===== config.mk =====
export PLATFORM = sky130hd
export DESIGN_NAME = clock_reg_change_receiver
export DESIGN_NICKNAME = d
export VERILOG_FILES = /design/src/rtl/clock_reg_change_receiver.sv
export SDC_FILE = /design/constraint.sdc
export NUM_CORES = 1
export LEC_CHECK = 0
export ABC_AREA = 1
export ABC_CLOCK_PERIOD_IN_PS = 1800
export BUFFER_PORTS_ARGS = -buffer_cell sky130_fd_sc_hd__buf_2
export CAP_MARGIN = 20
export CORE_ASPECT_RATIO = 0.9
export CORE_MARGIN = 4
export CORE_UTILIZATION = 54
export DETAILED_ROUTE_END_ITERATION = 8
export PLACE_DENSITY_LB_ADDON = 0.05
export RECOVER_POWER = 50
export SETUP_SLACK_MARGIN = 0.3
export SYNTH_ARGS = -nofsm -noshare
export SYNTH_HDL_FRONTEND = slang
export SYNTH_SLANG_ARGS = --single-unit

===== constraint.sdc =====
create_clock -name clk -period 1.8 [get_ports clk]
set_clock_uncertainty 0.15 [all_clocks]
set_input_delay 0.09 -clock clk [delete_from_list [all_inputs] [get_ports clk]]
set_output_delay 0.09 -clock clk [all_outputs]
set_load 0.02 [all_outputs]

===== src/rtl/clock_reg_change_receiver.sv =====
// Receive side of a clock_reg_latch channel: qualifies the synchronised word as
// stable, detects real changes and hands each one out over valid/ready.
module clock_reg_change_receiver #(
  parameter int DATA_SIZE     = 32,
  parameter int STABLE_CYCLES = 2
) (
  input  logic                 clk,
  input  logic                 reset,
  input  logic [DATA_SIZE-1:0] sync_data_in,
  output logic [DATA_SIZE-1:0] data_out,
  output logic                 data_valid,
  input  logic                 data_ready,
  output logic                 change_strobe,
  output logic                 overrun,
  input  logic                 overrun_clear
);

  localparam logic [3:0] STABLE_MAX = 4'(STABLE_CYCLES);

  // Handshake: data_out is transferred on any edge where data_valid && data_ready.
  // data_valid is the FSM state (FULL) and is only raised by an accepted change.
  typedef enum logic {EMPTY = 1'b0, FULL = 1'b1} state_e;

  state_e                 state_q;
  logic [DATA_SIZE-1:0]   prev_in_q;
  logic [DATA_SIZE-1:0]   accepted_q;
  logic [DATA_SIZE-1:0]   data_out_q;
  logic [3:0]             stable_cnt_q;
  logic [3:0]             stable_cnt_d;
  logic                   change_strobe_q;
  logic                   overrun_q;
  logic                   qualify;

  assign qualify = (stable_cnt_q == STABLE_MAX) && (prev_in_q != accepted_q);

  // Saturating run-length of identical samples; never wraps.
  always_comb begin
    stable_cnt_d = 4'd0;
    if (sync_data_in == prev_in_q) begin
      stable_cnt_d = (stable_cnt_q == STABLE_MAX) ? stable_cnt_q : stable_cnt_q + 4'd1;
    end
  end

  always_ff @(posedge clk) begin
    if (reset) begin
      prev_in_q       <= '0;
      stable_cnt_q    <= 4'd0;
      accepted_q      <= '0;
      data_out_q      <= '0;
      state_q         <= EMPTY;
      change_strobe_q <= 1'b0;
      overrun_q       <= 1'b0;
    end else begin
      prev_in_q       <= sync_data_in;
      stable_cnt_q    <= stable_cnt_d;
      change_strobe_q <= qualify;

      if (qualify) begin
        accepted_q <= prev_in_q;
        data_out_q <= prev_in_q;
      end

      case (state_q)
        EMPTY: begin
          if (qualify) state_q <= FULL;
        end
        FULL: begin
          if (data_ready && !qualify) state_q <= EMPTY;
        end
        default: state_q <= EMPTY;
      endcase

      // A set (overwrite of an unconsumed value) beats a simultaneous clear.
      if ((state_q == FULL) && !data_ready && qualify) begin
        overrun_q <= 1'b1;
      end else if (overrun_clear) begin
        overrun_q <= 1'b0;
      end
    end
  end

  assign data_out      = data_out_q;
  assign data_valid    = (state_q == FULL);
  assign change_strobe = change_strobe_q;
  assign overrun       = overrun_q;

endmodule


# Word-level counts from Yosys, hierarchy flattened
# Cells that the tools add are included.
[word_totals]
elab_cells = 25
inputBits = 36
reg_bits = 71
out_inout_bits = 35
[op_classes]
add_sub_neg = 1
n_reduce_logical = 8
mux = 5
n_bitwise = 2
eq_ne = 3
[ops]
columns = ["cell", "count"]
rows = [
  ["$eq A32 B32 Y1", 1],
  ["$ne A32 B32 Y1", 1],
  ["$add A4 B1 Y4 const B", 1],
  ["$eq A4 B2 Y1 const B", 1],
  ["$logic_and A1 B1 Y1", 4],
  ["$mux W1", 4],
  ["$logic_not A1 Y1", 2],
  ["$not A1 Y1", 2],
  ["$pmux W1 S2", 1],
  ["$reduce_bool A2 Y1", 1],
  ["$reduce_or A2 Y1", 1],
]

# Longest topological paths before layout
# Gate-level depths: netlist of the first run.
[logic_depth]
ltp_word = 6
ltp_mapped = 13
depth_no_buf = 11

# Worst setup path after synthesis of the first run
# OpenSTA, ideal clock, no wires.
[synth_path]
path_kind = "register to register"
from = "reg data_out[4] (netlist name)"
to = "reg data_out_q[17] (netlist: data_out[17])"
setup_slack_ps = 169
arrival_ps = 1366
n_path_buf = 2
stages_incl_launch_ff = 11
synth_period_minus_slack_ps = 1631
setup_ps = 115
cell_sequence = "dfxtp_1 xnor2_1 nand2_1 nor2_1 nand2_1 nor2_1 nand2_1 buf_6 buf_6 a21oi_1 nor2_1"
[synth_lines]
columns = ["item", "line", "text"]
rows = [
  ["to (signal assigned)", "60", "data_out_q <= prev_in_q;"],
  ["to (decl)", "27", "logic [DATA_SIZE-1:0] data_out_q;"],
]

# Final worst setup path of the first run
[layout_path]
from = "reg prev_in_q[2]"
to = "reg data_out_q[11] (netlist: data_out[11])"
[layout_between]
elab_chain_len = 2
[layout_lines]
columns = ["item", "line", "text"]
rows = [
  ["from (decl)", "25", "logic [DATA_SIZE-1:0] prev_in_q;"],
  ["from (signal assigned)", "54", "prev_in_q <= sync_data_in;"],
  ["$ne A32 B32 Y1", "34", "assign qualify = (stable_cnt_q == STABLE_MAX) && (prev_in_q != accepted_q);"],
  ["$logic_and A1 B1 Y1", "34", ""],
]
# Every way passes these cells.
# A chain may end at the register's enable or synchronous reset.

==> results of run 1 <==
[per-layer routing]
metal  GRT usage (%)  part of all wire (%)
met5               0                     0
met1           28.39                    44
met4           6.613                   1.5
met2           39.39                    49
met3           6.402                   5.3
[registers in the layout (all words and copies together) (netlist names)]
signal and count:
change_strobe 1, data_out 32, data_valid 1, overrun 1, prev_in_q 32, stable_cnt_q 4
[cell families (layout without fill, tap and decap cells)]
family | count (synthesis) | count (layout) | share of synthesized area, %
xor+xnor | 37 | 37 | 9.480
fa+ha+maj | 2 | 2 | 0.7319
flops | 71 | 71 | 41.58
compound gates | 50 | 50 | 7.723
buf+inv | 98 | 223 | 12.19
simple gates | 236 | 236 | 28.29
[power by group]
group          switching (mW)  internal (mW)
clock                   0.604          0.778
combinational           0.186          0.186
sequential             0.0385           1.57
total                   0.829           2.53
[worst paths after layout]
check / startpoint / to / slack (ps) / cells past startpoint
hold reg to reg: data_out[25] / data_out[25] / 350 / 2
setup / recovery: prev_in_q[2] / data_out[11] / 10 / 10
setup reg to reg: prev_in_q[2] / data_out[11] / 10 / 10
hold / removal: reset / prev_in_q[27] / 40 / 3
[synth_stat cells]
cell type / n
clkinv_1: 1
nand3b_1: 2
nand3_1: 36
nor3b_2: 1
o2111ai_1: 1
buf_6: 6
ha_1: 2
o22ai_1: 8
nor3b_1: 1
nand2_1: 104
a21oi_1: 36
inv_2: 7
o21ai_0: 5
nor3_1: 5
nor2_1: 83
clkbuf_1: 12
inv_1: 69
xnor2_1: 26
buf_2: 3
xor2_1: 11
dfxtp_1: 71
nand4_1: 4
[stage by stage]
step           instances  setup WS (ps)  utilization (%)
6_report             706          14.93            78.88
5_1_grt              706         -80.76            78.88
4_1_cts              698          98.96            75.66
3_5_place_dp         641          37.80            65.16
3_3_place_gp         641          85.20            65.16
2_1_floorplan        494          277.4                -
[repair_timing]
| item | CTS | global route |
|---|---|---|
| gates cloned | 0 | 4 |
| hold buffers | 41 | 0 |
| buffers inserted | 0 | 4 |
| pin swaps | 0 | 8 |
| hold endpoints to repair | 34 | 0 |
| gates resized for setup | 12 | 35 |
| setup endpoints to repair | 39 | 39 |
[worst min-delay path, cell delays in order]
cell	delay, ps
buf_2	140
buf_4	200
nor2_1	70
[layout make-up]
cell class | instances | share of cell area [%]
Tap cell | 87 | 2.245
Inverter | 77 | 5.960
Sequential cell | 71 | 32.07
Clock buffer | 12 | 2.786
Timing Repair Buffer | 130 | 19.92
Clock inverter | 4 | 1.445
Multi-Input combinational cell | 325 | 35.58
==> metrics.yaml, run 1 <==
synth-seq-area-share_pct: 41.58
initial_core_utilization_pct: 55.60
layout.cells.most_common_list: "103 x nand2_1, 79 x nor2_1, 67 x inv_1"
area_taken_by_multi_input_logic_gates_um2: 1725
clkSinkCount: 71
wire_per_inst_um: 13.61
nFillCells: 463
max-clock-path-buffers: 2
criticalPathCategory: "flip-flop to flip-flop"
drt-initial-drc-count: 209
p_per_area_nw_per_um2: 692.6
drc: 0
layout_commonest_cell: "nand2_1"
drt-total-wl_mm: 9.609
timing.setup.tns_ps: 0
postRouteAntennaNets: 0
min_period_ps: 1785
timing.hold.ws_ps: 39.71
hold_violations: 0
grt.overflow.total: 0
nets: 652
synth_area_um2: 3418
design_power_total_mw: 3.359
detailedPlacementHpwl_mm: 5.712
irDropWorstVdd_mv: 0.6622
portBuffers: 70
required_time_of_the_critical_path_ps: 1930
min-delay-path-class: "input pin to flip-flop"
maxSlewHeadroom_pct: 69.04
timing_worst_slew_pin_value_ps: 461.6
maxCapViolations: 0
rows: 27
insertedDiodeCount: 0
seq_area_um2: 1555
maxSlewViolCount: 0
highest_fanout_seen_on_the_critical_path: 19
status: "finished clean"
finalSetupViolCount: 0
syn_area_per_cell_um2: 6.920
placed_cell_area_um2: 4006
cts_max_level: 3
clk_latency_ps: 350
initial_antenna_violation_count: 0
crit_buf_inv: 1
gpl.final_weighted_congestion: 0.8342
syn_inst: 494
root_buffer_cell: "clkbuf_8"
rsz0062_at_grt: "true"
critical_path.cell_chain: "xnor2_1, nand2_1, nor2_1, nand2_1, nor2_2, nand2_4, clkbuf_16, nand3_1, nand2_1, nor2_1"
fp.dieArea_um2: 7669
netlist_top_cells_area: "dfxtp_1 42%, nand2_1 11%, nor2_1 9.1%"
cts.clk_slew.worst_paths_ps: 80
floorplan.die.height_um: 83.48
grt_max_degree: 44
yosysUniqueCellTypes: 22
postSynthNetCount: 532
synth_top_cell_by_area: "dfxtp_1"
routed-via-count: 3497
worst_setup_path_end_kind: "flip-flop"
global_route.usage.total_pct: 23.08
fin_area_um2: 4850
leakage_nw: 2.162
synth.top_cell.area_share_pct: 41.58
ys_warn_count: 0
first_global_vias: 3257
drt_first_pass_iters: 5
tritoncts_clock_tree: "yes"
post_drt_via_cell_ratio: 4.953
ys_ff_latch: 71
core_area_um2: 6148
die_w_um: 91.87
clock.fmax_mhz: 560.2
share_of_layout_cells_above_drive_strength_1_pct: 23.42
layout-area-overhead-vs-synth_pct: 41.87
grt_pass1_wl_mm: 14.47
timing.final.crit_share_pct: 99.17
slowest_cell_delay_on_critical_path_ps: 380
cp_top_family: "simple AND/OR/NAND/NOR gates"
cts_buffers: 9
path_common_cell: "nand2_1"
worst-endpoint-arrival_ps: 1910
io-pin-count: 71
slowest_cp_cell: "dfxtp_1"
critical_path.startpoint_type: "flip-flop"
No activity file was read; power rests on OpenSTA's default activity.
==> run 2, diff against run 1 <==
CORE_UTILIZATION = 57   (was 54)
CTS_BUF_LIST = sky130_fd_sc_hd__clkbuf_8   (was not set)
==> run 2 against run 1 <==
  * The flow now finishes with violations (setup timing)
  * Worst setup slack worse by 30 ps
  * Sequential share of layout area increased by 0.32 points
  * Combinational power increased by 2%
  * Via count rose by 0.86%
  * Non-clock buffer count rose by 3
  * Sequential cell count did not move
  * Die area is 4.8% lower
  * Critical endpoint is now data_out[5]
==> metrics.yaml, run 2 (synthesized netlist as in run 1, its figures left out) <==
nFillCells: 391  # -16%
global_route.usage.total_pct: 26.68  # +3.6 points
worst-endpoint-arrival_ps: 1900  # about the same
power.internal_mw: 2.274  # -10%
root_buffer_cell: "clkbuf_8"
clock_power_share_pct: 35.4  # -5.8 points
timing_worst_slew_pin_value_ps: 402.7  # -58.87 ps
drc: 0  # unchanged
route.met3.wl_um: 475  # -7.0%
clk_latency_ps: 350  # about the same
irDropWorstVdd_mv: 0.4370  # -34%
share_of_layout_cells_above_drive_strength_1_pct: 24.12  # +0.69 points
crit_buf_inv: 1  # unchanged
drt-initial-drc-count: 184  # -12%
min_delay_path_depth: 3  # unchanged
criticalPathCategory: "flip-flop to flip-flop"
fp.dieArea_um2: 7302  # -4.8%
wire_per_inst_um: 13.87  # +1.9%
top_layer: "met4"
initial_core_utilization_pct: 59.37  # +3.8 points
layout.cells.most_common_list: "102 x nand2_1, 75 x nor2_1, 69 x inv_1"
die_w_um: 89.63  # -2.4%
maxSlewViolCount: 0  # unchanged
min_period_ps: 1815  # +30.16 ps
post_drt_via_cell_ratio: 5.097  # +2.9%
gpl.final_weighted_congestion: 0.8149  # -2.3%
drt_first_pass_iters: 4  # -1
cts.clk_slew.worst_paths_ps: 80  # about the same
nets: 655  # +0.46%
insertedDiodeCount: 0  # unchanged
timing.final.crit_share_pct: 100.8  # +1.7 points
maxCapViolations: 0  # unchanged
critical_path.startpoint_type: "flip-flop"
highest_fanout_seen_on_the_critical_path: 22  # +3
io-pin-count: 71  # unchanged
portion_of_total_power_attributed_to_combinational_logic_pct: 12.4  # +1.3 points
detailedPlacementHpwl_mm: 5.739  # +0.46%
area_taken_by_multi_input_logic_gates_um2: 1729  # +0.22%
layout_commonest_cell: "nand2_1"
timing.hold.ws_ps: 206.3  # +166.6 ps
worst_setup_path_end_kind: "flip-flop"
layout-area-overhead-vs-synth_pct: 40.01
design_power_total_mw: 3.077  # -8.4%
cts_max_level: 3  # unchanged
grt_max_degree: 44  # unchanged
p_switching_uw: 803.4  # -3.0%
portBuffers: 70  # unchanged
required_time_of_the_critical_path_ps: 1890  # -40 ps
maxSlewHeadroom_pct: 72.99  # +3.9 points
final_critical_path_setup_slack_ps: -15.23  # -30.16 ps
max-clock-path-buffers: 2  # unchanged
drt-total-wl_mm: 9.600  # about the same
tritoncts_clock_tree: "yes"
initial_antenna_violation_count: 0  # unchanged
worstSetupPathDepth: 9  # -1
rsz0062_at_grt: "true"
routed-via-count: 3527  # +0.86%
grt_pass1_wl_mm: 15.12  # +4.5%
dp_worst_setup_slack_ps: 62.90  # +25.09 ps
cts_buffers: 9  # unchanged
first_global_vias: 3362  # +3.2%
status: "finished with violations"
leakage_nw: 2.204  # +1.9%
slowest_cell_delay_on_critical_path_ps: 410  # +30 ps
timing.setup.tns_ps: -15.23  # -15.23 ps
hold_violations: 0  # unchanged
floorplan.die.height_um: 81.47  # -2.4%
clkSinkCount: 71  # unchanged
detail_route.wirelength.met1_mm: 4.026  # -5.8%
register_to_register_path_depth: 9  # -1
postRouteAntennaNets: 0  # unchanged
core_area_um2: 5758  # -6.3%
seq_power_share_pct: 52.2  # +4.4 points
switching_share_pct: 26.11  # +1.4 points
p_per_area_nw_per_um2: 643.0  # -7.2%
cp_top_family: "simple AND/OR/NAND/NOR gates"
finalSetupViolCount: 1  # +1
min-delay-path-class: "input pin to flip-flop"
route.met2.wl_mm: 4.872  # +4.0%
slowest_cp_cell: "dfxtp_1"
seq_area_um2: 1550  # -0.32%
critical_path.cell_chain: "xnor2_1, nand2_1, nor2_1, nand2_1, nor2_2, nand2_4, buf_12, a21oi_1, nor2_1"
violations: "setup timing"
grt.overflow.total: 0  # unchanged
rows: 26  # -3.7%
clock.fmax_mhz: 550.9  # -1.7%
==> run 2: changes by cell type in the layout (fill, tap and decap cells not counted), moves of 3 or more <==
cell           change
buf_2              +9
dfxtp_1            +6
xnor2_2            +3
xnor2_1            -3
nand3_1            +4
clkbuf_16          -3
nand3_2            -4
dlygate4sd3_1      +3
buf_4              +3
clkbuf_1          -12
nor2_2             +4
dfxtp_2            -7
nor2_1             -4
==> run 2: area by class of cell <==
class,count,area share (%)
multi-input combinational,325,36.13
sequential,71,32.39
timing repair buffer,133,20.13
inverter,77,6.039
clock buffer,10,2.876
tap,70,1.830
clock inverter,6,0.6013
==> run 2: power groups by stage <==
stage	sequential, mW	combinational, mW	clock, mW
6_report	1.61	0.381	1.09
5_1_grt	1.61	0.425	1.19
4_1_cts	1.60	0.358	1.11
3_5_place_dp	1.64	0.281	0
3_3_place_gp	1.64	0.277	0
2_1_floorplan	1.63	0.185	0
==> run 2: path summary, 6_finish.rpt <==
| kind | startpoint | endpoint | slack (ps) |
|---|---|---|---|
| worst min-delay path | reset | prev_in_q[19] | 210 |
| worst max register to register | prev_in_q[31] | data_out[5] | -20 |
| worst min register to register | data_out[10] | data_out[10] | 350 |
| worst max-delay path | prev_in_q[31] | data_out[5] | -20 |
==> run 2: worst register-to-register path, cell delays in order, from the launching register on <==
cell,delay (ps)
dfxtp_1,410
xnor2_1,160
nand2_1,70
nor2_1,130
nand2_1,90
nor2_2,140
nand2_4,100
buf_12,170
a21oi_1,200
nor2_1,70
==> run 2: per-stage QoR <==
step / utilization (%) / cell area (um^2) / cells
2_1_floorplan: - / 3558 / 494
3_3_place_gp: 69.08 / 3978 / 623
3_5_place_dp: 69.08 / 3978 / 623
4_1_cts: 80.40 / 4629 / 686
5_1_grt: 83.12 / 4786 / 692
6_report: 83.12 / 4786 / 692
==> run 2: repair_timing <==
item,in CTS,in global routing
pin swaps,0,11
hold endpoints to repair,34,0
gates resized for setup,9,33
setup buffers,3,5
endpoints found under the setup margin,39,39
hold buffers,44,0
gates cloned,0,1
==> run 2: layer usage <==
metal	GRT usage [%]	vias to the layer above
met3	7.121	27
li1	-	1763
met5	0	-
met4	8.929	0
met2	46.20	111
met1	31.80	1626
==> run 3, diff against run 2 <==
ABC_AREA = not set   (was 1)
CORE_UTILIZATION = 56   (was 57)
==> run 3 against run 2 <==
  * The flow still finishes with violations (setup timing)
  * Die area is 0.68% lower
  * First-iteration DRC count is 26% lower
  * Sequential cell count stayed put
  * Global-route usage is 2.2 points lower
  * Cell area is 2.3% higher
  * Clock-buffer cell count is 1 lower
  * Area after synthesis is 2.5% lower
  * Synthesized cell count is 35% lower
  * Sequential share of layout area is 2.7 points lower
  * Routed wire length is 12% lower
  * Critical path type unchanged
  * Largest power group unchanged
==> metrics.yaml, run 3 <==
synth_flop_cell: "dfxtp_1"
nFillCells: 355  # -9.2%
final_critical_path_setup_slack_ps: -167.5  # -152.3 ps
clkSinkCount: 71  # unchanged
root_buffer_cell: "clkbuf_8"
syn_inst: 322  # -35%
postSynth.asyncResetShare_pct: 0  # unchanged
fin_area_um2: 4897  # +2.3%
worst-endpoint-arrival_ps: 2050  # +150 ps
share_of_layout_cells_above_drive_strength_1_pct: 34.15  # +10 points
leakage_nw: 2.115  # -4.0%
slowest_cell_delay_on_critical_path_ps: 390  # -20 ps
switching_share_pct: 23.70  # -2.4 points
syn_area_per_cell_um2: 10.35  # +50%
ys_warn_count: 0  # unchanged
rsz0062_at_grt: "true"
seq_power_share_pct: 47.5  # -4.7 points
critical_path.cell_chain: "xor2_1, nor4_1, nand2_1, o31a_4, buf_12, mux2i_1"
global_route.usage.total_pct: 24.51  # -2.2 points
layout-area-overhead-vs-synth_pct: 46.92
hold_violations: 0  # unchanged
timing_worst_slew_pin_value_ps: 481.9  # +79.19 ps
floorplan.die.height_um: 81.19  # -0.34%
routed-via-count: 2792  # -21%
layout.cells.most_common_list: "60 x nand2b_1, 53 x buf_4, 44 x dfxtp_1"
drt-initial-drc-count: 136  # -26%
p_per_area_nw_per_um2: 706.4  # +9.9%
clk_latency_ps: 340  # about the same
synth_area_um2: 3333  # -2.5%
layout_commonest_cell: "nand2b_1"
insertedDiodeCount: 0  # unchanged
power.internal_mw: 2.639  # +16%
irDropWorstVdd_mv: 0.6783  # +55%
criticalPathCategory: "flip-flop to flip-flop"
gpl.final_weighted_congestion: 0.7716  # -5.3%
initial_core_utilization_pct: 58.22  # -1.1 points
postRouteAntennaNets: 0  # unchanged
drt-total-wl_mm: 8.403  # -12%
initial_antenna_violation_count: 0  # unchanged
violations: "setup timing"
clock_power_share_pct: 39.8  # +4.4 points
tritoncts_clock_tree: "yes"
drc: 0  # unchanged
netlist_top_cells_area: "dfxtp_1 43%, nand2b_1 11%, mux2i_1 9.6%"
yosysUniqueCellTypes: 24  # +9.1%
max-clock-path-buffers: 2  # unchanged
io-pin-count: 71  # unchanged
grt_max_degree: 39  # -11%
drt_first_pass_iters: 4  # unchanged
post_drt_via_cell_ratio: 4.968  # -2.5%
first_global_vias: 2839  # -16%
synth_enable_flop_cells: 0  # unchanged
grt.overflow.total: 0  # unchanged
cts_buffers: 9  # unchanged
nets: 525  # -20%
synth-seq-area-share_pct: 42.64  # +1.1 points
min_delay_path_depth: 2  # -1
maxCapViolations: 0  # unchanged
cts_max_level: 3  # unchanged
highest_fanout_seen_on_the_critical_path: 14  # -36%
die_w_um: 89.33  # -0.34%
min_period_ps: 1968  # +152.3 ps
core_area_um2: 5725  # -0.56%
fp.dieArea_um2: 7252  # -0.68%
min-delay-path-class: "input pin to flip-flop"
status: "finished with violations"
most_common_cell_in_the_netlist: "dfxtp_1"
required_time_of_the_critical_path_ps: 1880  # about the same
grt_pass1_wl_mm: 13.39  # -11%
postSynthNetCount: 360  # -32%
maxSlewViolCount: 0  # unchanged
final_core_util_pct: 85.53  # +2.4 points
placed_cell_area_um2: 4210  # +5.9%
ys_ff_latch: 71  # unchanged
slowest_cp_cell: "o31a_4"
portion_of_total_power_attributed_to_combinational_logic_pct: 12.7  # +0.3 points
post_synth_most_frequent_cells: "71 x dfxtp_1, 60 x nand2b_1, 34 x xor2_1, 33 x xnor2_1"
detailedPlacementHpwl_mm: 5.315  # -7.4%
maxSlewHeadroom_pct: 67.87  # -5.1 points
critical_path.startpoint_type: "flip-flop"
worst_setup_path_end_kind: "flip-flop"
cts.clk_slew.worst_paths_ps: 80  # about the same
register_to_register_path_depth: 6  # -3
synth_top_cell_by_area: "dfxtp_1"
timing.final.crit_share_pct: 109.3  # +8.5 points
finalSetupViolCount: 35  # +34
portBuffers: 70  # unchanged
clock.fmax_mhz: 508.2  # -7.7%
cts_post_setup_buffers_inserted: 0  # -3
p_switching_uw: 820.0  # +2.1%
wire_per_inst_um: 14.95  # +7.8%
rows: 26  # unchanged
synth.top_cell.area_share_pct: 42.64  # +1.1 points
-- run 3: changes by cell type in the layout (fill, tap and decap cells not counted), moves of 10 or more --
cell / previous run / this run
mux2i_1: 0 / 32
inv_1: 69 / 1
xor2_1: 11 / 34
dfxtp_1: 30 / 44
dlygate4sd3_1: 44 / 34
dfxtp_4: 31 / 0
nand2b_1: 0 / 60
nand3_1: 34 / 3
buf_4: 13 / 53
nor2_1: 75 / 5
nor2b_1: 0 / 32
nand2_1: 102 / 2
a21oi_1: 28 / 2
dfxtp_2: 10 / 27
-- run 3: path summary, 6_finish.rpt --
path	startpoint	to	slack [ps]
worst max-delay path	data_out[8]	data_out[11]	-170
worst min register to register	data_out[13]	data_out[13]	340
worst max register to register	data_out[8]	data_out[11]	-170
worst min-delay path	reset	prev_in_q[26]	40
-- run 3: stage by stage --
step | total power, mW | hold slack (ps) | setup slack (ps) | setup TNS [ps] | instances
5_1_grt | 3.587 | 72.39 | -270.7 | -8752 | 562
2_1_floorplan | 1.863 | 68.18 | -7.793 | -195.9 | 322
6_report | 3.459 | 44.63 | -167.5 | -4980 | 562
3_3_place_gp | 2.010 | 174.5 | -138.4 | -4094 | 512
3_5_place_dp | 2.014 | 182.3 | -128.7 | -3997 | 512
4_1_cts | 3.449 | 31.51 | -140.3 | -4402 | 562
-- run 3: layout make-up --
class | instances | area, um^2 | share of cell area [%]
well taps | 70 | 87.58 | 1.788
multi-input cells | 235 | 1933 | 39.47
repair buffers | 169 | 1206 | 24.63
flip-flops and latches | 71 | 1455 | 29.71
inverters | 1 | 3.754 | 0.07665
clock inverters | 7 | 87.58 | 1.788
clock buffers | 9 | 123.9 | 2.529
-- run 3: worst max-delay path, delay by kind of cell, from the launching register on --
| family | cells | cell delay, ps |
|---|---|---|
| buffers and inverters | 1 | 170 |
| AOI/OAI and AO/OA | 1 | 390 |
| and+or+nand+nor | 2 | 510 |
| xor gates and xnor gates | 1 | 170 |
| DFF | 1 | 330 |
| muxes | 1 | 120 |
-- run 3: cells by family after synthesis --
logic type	after synthesis	share of synthesized area, %
adders and majority gates	2	0.7506
and+or+nand+nor	129	24.89
AOI/OAI and AO/OA	5	1.013
buffers and inverters	16	3.491
DFF	71	42.64
xor gates and xnor gates	67	17.61
muxes	32	9.610
-- run 3: metal layers --
| metal | global-route usage [%] | wire [um] | vias to the layer above |
|---|---|---|---|
| li1 | - | - | 1377 |
| met1 | 30.86 | 3686 | 1320 |
| met2 | 40.50 | 4097 | 80 |
| met3 | 7.606 | 450 | 15 |
| met4 | 6.696 | 168 | 0 |
| met5 | 0 | 0 | - |
-- run 3: power by group through the flow --
stage / Sequential, mW / Clock [mW] / Combinational [mW]
after floorplan: 1.68 / 0 / 0.185
after global placement: 1.67 / 0 / 0.338
after detailed placement: 1.67 / 0 / 0.341
after CTS: 1.64 / 1.39 / 0.422
after global routing: 1.65 / 1.46 / 0.478
final: 1.64 / 1.38 / 0.440
-- run 3: what timing repair did --
| item | 4_1_cts | 5_1_grt |
|---|---|---|
| gates resized for setup | 15 | 23 |
| pin swaps | 10 | 17 |
| setup endpoints to repair | 39 | 39 |
| hold endpoints to repair | 34 | 0 |
| cloned | 0 | 0 |
| hold buffers | 34 | 0 |
